[config.mk]
export PLATFORM = sky130hd
export DESIGN_NAME = pipe_ctrl
export DESIGN_NICKNAME = d
export VERILOG_FILES = /design/src/rtl/pipe_ctrl_pkg.sv /design/src/rtl/pipe_hazard.sv /design/src/rtl/pipe_ctrl.sv
export SDC_FILE = /design/constraint.sdc
export NUM_CORES = 1
export LEC_CHECK = 0
export CAP_MARGIN = 20
export CORE_UTILIZATION = 53
export CTS_BUF_LIST = sky130_fd_sc_hd__clkbuf_4 sky130_fd_sc_hd__clkbuf_8
export CTS_CLUSTER_SIZE = 28
export DETAILED_ROUTE_END_ITERATION = 6
export GPL_ROUTABILITY_DRIVEN = 0
export PLACE_DENSITY = 0.95
export SYNTH_ARGS = -nofsm -noshare
export SYNTH_HDL_FRONTEND = slang
export SYNTH_SLANG_ARGS = --single-unit
[constraint.sdc]
create_clock -name clk -period 2.82 [get_ports clk]
set_input_delay 0.564 -clock clk [delete_from_list [all_inputs] [get_ports clk]]
set_output_delay 0.564 -clock clk [all_outputs]
set_load 0.02 [all_outputs]
[src/rtl/pipe_ctrl_pkg.sv]
// Shared types for the pipeline controller: FSM states, stage entries, depth bounds.
// Optional build macro FWD_EN (see pipe_hazard) changes only the hazard check.
package pipe_ctrl_pkg;

    localparam int DEPTH_MIN = 2;
    localparam int DEPTH_MAX = 8;
    localparam int REG_W_MAX = 8;

    typedef enum logic [1:0] {
        RUN    = 2'd0,
        DRAIN  = 2'd1,
        HALTED = 2'd2
    } state_t;

    typedef struct packed {
        logic                 valid;
        logic                 wr_en;
        logic [REG_W_MAX-1:0] wr_reg;
        logic                 is_load;
    } stage_t;

    function automatic stage_t make_stage(
        input logic                 wr_en,
        input logic [REG_W_MAX-1:0] wr_reg,
        input logic                 is_load
    );
        stage_t s;
        s.valid   = 1'b1;
        s.wr_en   = wr_en;
        s.wr_reg  = wr_reg;
        s.is_load = is_load;
        return s;
    endfunction

endpackage

[src/rtl/pipe_hazard.sv]
// Scoreboard compare of decode sources against in-flight destinations.
// With FWD_EN defined only a load in stage 0 can cause a hazard.
module pipe_hazard
    import pipe_ctrl_pkg::*;
#(
    parameter int NREG  = 8,
    parameter int DEPTH = 3,
    localparam int RW   = $clog2(NREG)
) (
    input  stage_t [DEPTH-1:0] stg,
    input  logic               id_valid,
    input  logic               rs_used,
    input  logic               rt_used,
    input  logic [RW-1:0]      rs,
    input  logic [RW-1:0]      rt,
    output logic               hazard
);

    logic [REG_W_MAX-1:0] rs_x;
    logic [REG_W_MAX-1:0] rt_x;

    assign rs_x = REG_W_MAX'(rs);
    assign rt_x = REG_W_MAX'(rt);

    function automatic logic src_hit(
        input stage_t               s,
        input logic                 a_used,
        input logic [REG_W_MAX-1:0] a,
        input logic                 b_used,
        input logic [REG_W_MAX-1:0] b
    );
        return s.valid && s.wr_en &&
               ((a_used && s.wr_reg == a) || (b_used && s.wr_reg == b));
    endfunction

`ifdef FWD_EN
    // Bypass covers everything except data still coming back from memory.
    always_comb begin
        hazard = id_valid && stg[0].is_load &&
                 src_hit(stg[0], rs_used, rs_x, rt_used, rt_x);
    end
`else
    // WB stage is excluded: the register file writes before it reads.
    always_comb begin
        hazard = 1'b0;
        for (int i = 0; i < DEPTH - 1; i++) begin
            if (src_hit(stg[i], rs_used, rs_x, rt_used, rt_x)) begin
                hazard = 1'b1;
            end
        end
        hazard = hazard & id_valid;
    end
`endif

endmodule

[src/rtl/pipe_ctrl.sv]
// In-order pipeline controller: issue, hazard stall, branch flush, halt drain.
// Build option FWD_EN reduces the hazard check to load-use only.
module pipe_ctrl
    import pipe_ctrl_pkg::*;
#(
    parameter int NREG  = 8,
    parameter int DEPTH = 3,
    parameter int CW    = 16,
    localparam int RW   = $clog2(NREG)
) (
    input  logic             clk,
    input  logic             rst,
    input  logic             id_valid,
    input  logic             id_rs_used,
    input  logic             id_rt_used,
    input  logic [RW-1:0]    id_rs,
    input  logic [RW-1:0]    id_rt,
    input  logic             id_wr_en,
    input  logic [RW-1:0]    id_wr_reg,
    input  logic             id_is_load,
    input  logic             id_halt,
    input  logic             br_taken,
    input  logic             mem_stall,
    output logic             stall,
    output logic             issue,
    output logic             flush,
    output logic [DEPTH-1:0] stg_valid,
    output logic             halted,
    output logic [CW-1:0]    stall_cnt,
    output logic             err
);

    if (DEPTH < DEPTH_MIN || DEPTH > DEPTH_MAX) begin : g_bad_depth
        $error("pipe_ctrl: DEPTH out of range");
    end

    state_t             state;
    state_t             state_nx;
    stage_t [DEPTH-1:0] stg;
    stage_t             entry;
    logic               hazard;
    logic               run;
    logic               hz_stall;

    pipe_hazard #(
        .NREG  (NREG),
        .DEPTH (DEPTH)
    ) u_hazard (
        .stg      (stg),
        .id_valid (id_valid),
        .rs_used  (id_rs_used),
        .rt_used  (id_rt_used),
        .rs       (id_rs),
        .rt       (id_rt),
        .hazard   (hazard)
    );

    always_comb begin
        for (int i = 0; i < DEPTH; i++) begin
            stg_valid[i] = stg[i].valid;
        end
    end

    assign entry = make_stage(id_wr_en, REG_W_MAX'(id_wr_reg), id_is_load);

    always_ff @(posedge clk or posedge rst) begin
        if (rst) begin
            state <= RUN;
        end else begin
            state <= state_nx;
        end
    end

    always_comb begin
        state_nx = state;
        unique case (state)
            RUN: begin
                if (issue && id_halt) begin
                    state_nx = DRAIN;
                end
            end
            DRAIN: begin
                if (~|stg_valid) begin
                    state_nx = HALTED;
                end
            end
            HALTED: begin
                state_nx = HALTED;
            end
            default: begin
                state_nx = RUN;
            end
        endcase
    end

    // Zero-latency controls; all forced low while reset is held.
    always_comb begin
        run      = (state == RUN);
        flush    = ~rst & br_taken & ~mem_stall;
        issue    = ~rst & run & id_valid & ~hazard & ~br_taken & ~mem_stall;
        stall    = ~rst & (mem_stall | ~run | (hazard & ~br_taken));
        hz_stall = run & hazard & ~br_taken & ~mem_stall;
    end

    assign halted = (state == HALTED);

    always_ff @(posedge clk or posedge rst) begin
        if (rst) begin
            stg <= '0;
        end else if (!mem_stall) begin
            stg[0] <= issue ? entry : '0;
            for (int i = 1; i < DEPTH; i++) begin
                stg[i] <= stg[i-1];
            end
        end
    end

    always_ff @(posedge clk or posedge rst) begin
        if (rst) begin
            stall_cnt <= '0;
        end else if (hz_stall && stall_cnt != '1) begin
            stall_cnt <= stall_cnt + 1'b1;
        end
    end

    // A taken branch must come from a real instruction in stage 0.
    always_ff @(posedge clk or posedge rst) begin
        if (rst) begin
            err <= 1'b0;
        end else if ((br_taken && !stg[0].valid) ||
                     (id_valid && state == HALTED)) begin
            err <= 1'b1;
        end
    end

endmodule

# Yosys cells after proc, flatten, opt, wreduce, memory -nomap -nowiden
# Index checks and enable logic that the tools add are counted.
# totals
ff_bits	40
out_inout_bits	24
wordCells	65
# classes
n_addsub	1
eq_ne	9
n_mux	6
bitwise	20
reduce_logical	19
# op_table
operator	count
$eq A8 B3 Y1	4
$add A16 B1 Y16 const B	1
$ne A16 B16 Y1 const B	1
$and A1 B1 Y1	13
$logic_and A1 B1 Y1	12
$mux W11	1
$pmux W2 S3	1
$not A1 Y1	5
$mux W2	2
$logic_or A1 B1 Y1	3
$reduce_or A3 Y1	1
$eq A2 B1 Y1 const B	1
$eq A2 B2 Y1 const B	1
$logic_not A2 Y1	1
$mux W1	2
$ne A2 B1 Y1 const B	1
$ne A2 B2 Y1 const B	1
$or A1 B1 Y1	2
$reduce_and A2 Y1	1
$logic_not A1 Y1	1

# Logic depth before layout (Yosys ltp)
# logic_depth
depth_word	14
depth_mapped	8
depth_no_buf	7

# Modules after synthesis
# Synthesis repeated with hierarchy kept, for this count alone.
# unflattened
hier_cells	166
area_unflattened_um2	1910.6
# modules_own_cells
module	n_inst	cells_per_inst	area_per_inst_um2
pipe_ctrl	1	141	1720.4
pipe_hazard	1	25	190.2

# Worst setup path before layout
# Ideal clock, no wire load.
# synth_timing
kind	input to output
from	in id_rs[1]
to	out stall
arrival_time_ns	1.607
slack_ns	0.649
stages	5
path_cell_list	xnor2_1 -> nand4_2 -> a21oi_4 -> o211ai_1 -> a31oi_1
# synth_via
elab_chain_len	10
elab_cells_between_ends	14
classes_between	eq/ne: 2; mux: 2; bitwise: 4; reduce/logical: 6
# synth_rtl
element	line_no	text
from (decl)	pipe_ctrl.sv:16	input logic [RW-1:0] id_rs,
$eq A8 B3 Y1	pipe_hazard.sv:33	((a_used && s.wr_reg == a) || (b_used && s.wr_reg == b));
$logic_and A1 B1 Y1	pipe_hazard.sv:33	
$logic_or A1 B1 Y1	pipe_hazard.sv:33	
$logic_and A1 B1 Y1	pipe_hazard.sv:32	return s.valid && s.wr_en &&
$mux W1	pipe_hazard.sv:47	if (src_hit(stg[i], rs_used, rs_x, rt_used, rt_x)) begin
$mux W1 *	pipe_hazard.sv:47	
$and A1 B1 Y1 *	pipe_hazard.sv:51	hazard = hazard & id_valid;
$and A1 B1 Y1 *	pipe_ctrl.sv:101	stall = ~rst & (mem_stall | ~run | (hazard & ~br_taken));
$or A1 B1 Y1 *	pipe_ctrl.sv:101	
$and A1 B1 Y1 *	pipe_ctrl.sv:101	
to (decl)	pipe_ctrl.sv:24	output logic stall,
# Every way passes the cells marked *; elsewhere a longest branch is shown, timed or not.

# Worst setup path after layout
# layout_timing
from	in id_rs[0]
to	out issue
# layout_via
elab_chain_len	11
elab_cells_between_ends	15
classes_between	eq/ne: 2; mux: 2; bitwise: 5; reduce/logical: 6
# layout_rtl
element	line_no	text
$eq A8 B3 Y1	pipe_hazard.sv:33	
$logic_and A1 B1 Y1	pipe_hazard.sv:33	
$logic_or A1 B1 Y1	pipe_hazard.sv:33	
$logic_and A1 B1 Y1	pipe_hazard.sv:32	
$mux W1	pipe_hazard.sv:47	
$mux W1 *	pipe_hazard.sv:47	
$and A1 B1 Y1 *	pipe_hazard.sv:51	
$not A1 Y1 *	pipe_ctrl.sv:100	issue = ~rst & run & id_valid & ~hazard & ~br_taken & ~mem_stall;
$and A1 B1 Y1 * (3 in series)	pipe_ctrl.sv:100	
to (decl)	pipe_ctrl.sv:25	output logic issue,
# Marked as above.

==> metrics <==
status=complete, no violations; main combinational cell family by area after synthesis=XOR/XNOR gates; WS Path Type=in2out; Worst slew margin=between 50% and 60%; register area share after synthesis=47.6%; Synthesized Nets=around 160; antenna violations before repair=0; most frequent cells after synthesis=dfrtp_1, xnor2_1, xor2_1, inv_1, nand4_1; CP Launch Type=primary input; deepest clock path buffer count=2; postcts setup bufs=0; Die X=56.5 microns; unrepaired setup endpoints after global routing=no; final-report hold violation count=0; worst hold-check path type=reg2reg; Avg Cell Area, Syn=11.3 sq um; leakage power=0.947 nW; fin crit share=between 90% and 100%; Final min period=2.73 ns; DR vias=1224; global-route wire length before repair=5.85 mm; Final Cell Area=2090 sq um; fin util=75.0%; top-area cell type share of the netlist area=between 40% and 50%; CORE AREA=2780 sq um; Routed wire per std cell=15.7 microns; PD cells=between 400 and 500 nW/um^2; # IOs=43; Max Slew Vio Count=0; VDD IR max=0.479 mV; worst slew pin tran=between 0.6 and 0.7 ns; Initial DRC Count=38; MaxCap Viol Count=0; Synth Area in Compound Gates=7.54%; I/O Buffers=41; Initial Util=56.7%; simple logic cell fraction of the synthesized area=14.9%; Synth Area in Adders=3.97%; mux contribution to synthesized area=6.43%; largest net degree at the start of global routing=17; Pwr Total=0.952 mW; Post-Syn Instances=139; Max FO, Critical Path=2; area leader, netlist=dfrtp_1; most frequent cell after synthesis=dfrtp_1; f_max=around 370 MHz; number of flops mapped to enable cells by yosys=0; WP data arrival=~2.2 ns; Reg area=751 sq um; Clock transition at path regs=0.08 ns; number of distinct library cells after synthesis=29; # DRC=0; Die ar.=3200 sq um; drt pass-1 iters=4; number of placement rows=19; largest cells by area after synthesis=dfrtp_1, xnor2_1, xor2_1; DP Area=2040 sq um; Synthesis Warnings=0; P&R area growth vs syn=32.3%; Clk Latency, worst-skew pair=0.32 ns; Clock H-tree levels=2; Num CTS Buffers=5; multi-input logic area=roughly 750 sq um; post-synthesis register bit count=30; ys flop type=dfrtp_1; final setup violation count=0; Fin Setup TNS=0 ns; Mapped Area=1580 sq um; layout cell share with drive strength beyond 1=between 10% and 20%; Setup crit end kind=output pin; Total GRT Usage=between 20 and 25%; diode count=0; HPWL Detailed=~2.6 mm; post-synthesis xor/xnor area fraction=15.0%; Vert. Die Dim=56.5 microns; Vias/cell=5.59; clk_skew=0.00691 ns; final WL=3.43 mm; asr flop ratio synth=100%; fillers=194; WHS=0.497 ns; Antenna Violating Nets Remaining=0; total gr overflow=0; CP required=2.26 ns; TritonCTS clock tree=built; total clock sinks=30; Final #Nets=213; vias in the first global route=1329; Root Buffer=clkbuf_4
[logic make-up after synthesis]
| group | count (synthesis) |
|---|---|
| simple gates | 40 |
| flops | 30 |
| compound gates | 14 |
| buf+inv | 14 |
| fa+ha+maj | 5 |
| mux | 9 |
| xor+xnor | 27 |
[cell type report]
type	count	area share, %
Clock buffer	6	2.46
Inverter	9	1.62
Multi-Input combinational cell	95	36.2
Sequential cell	30	36.0
Tap cell	31	1.86
Timing Repair Buffer	48	21.9
[metrics by stage]
step | cells | setup slack [ns]
2_1_floorplan | 139 | 0.649
3_3_place_gp | 213 | -0.187
3_5_place_dp | 213 | -0.231
4_1_cts | 219 | 0.0421
5_1_grt | 219 | 0.0166
6_report | 219 | 0.0897
[layer usage]
| metal | track usage [%] | vias to the layer above | wire length (microns) | part of all wire, % |
|---|---|---|---|---|
| met1 | 27.6 | 590 | 1430 | 42 |
| met2 | 43.2 | 44 | 1760 | 51 |
| met5 | 0 | - | 0 | 0 |
| met4 | 8.36 | 0 | 55 | 1.6 |
| met3 | 7.37 | 7 | 187 | 5.5 |
| li1 | - | 583 | - | - |
[cell usage in the layout, fill, tap and decap left out, drive strengths merged]
cell           count
clkdlybuf4s50     39
dfrtp             30
xnor2             16
xor2              11
nand4             10
inv                9
mux2               9
nor3               7
buf                7
nor4               7
clkbuf             7
nand2              6
nor2               6
ha                 5
a22o               4
a21oi              4
nand3              3
o21ai              2
o31a               1
nor2b              1
o211ai             1
a31oi              1
a21o               1
dlygate4sd2        1
[power by group]
part / leakage (nW) / internal, mW / switching, mW
clock network: 0.0302 / 0.112 / 0.133
registers: 0.393 / 0.456 / 0.0229
logic: 0.523 / 0.114 / 0.115
total: 0.947 / 0.681 / 0.270
[path summary, 6_finish.rpt]
check	slack, ns	cells past startpoint	endpoint	startpoint
setup / recovery	0.09	7	issue	id_rs[0]
hold / removal	0.50	1	stall_cnt[15]	stall_cnt[15]
setup reg to reg	0.69	6	stall_cnt[1]	stall_cnt[0]
hold reg to reg	0.50	1	stall_cnt[15]	stall_cnt[15]
max in group asynchronous	1.47	3	stg[9]	rst
min in group asynchronous	0.75	2	stall_cnt[5]	rst
[state kept, by name, summed over array words and instances, names as in the netlist]
| signal | cells |
|---|---|
| err | 1 |
| state | 2 |
| stg | 8 |
| stall_cnt | 16 |
| stg_valid | 3 |
[what timing repair did]
item,in CTS,in global routing
gates resized for setup,2,3
endpoints found under the setup margin,2,1
hold buffers,0,0
[worst max-delay path, stage by stage]
cell and delay [ns]:
clkdlybuf4s50_1 0.47, xnor2_1 0.17, nand4_2 0.13, a21oi_4 0.07, buf_4 0.14, nor4_4 0.26
dlygate4sd2_1 0.37
Power figures use the tool's default switching activity.
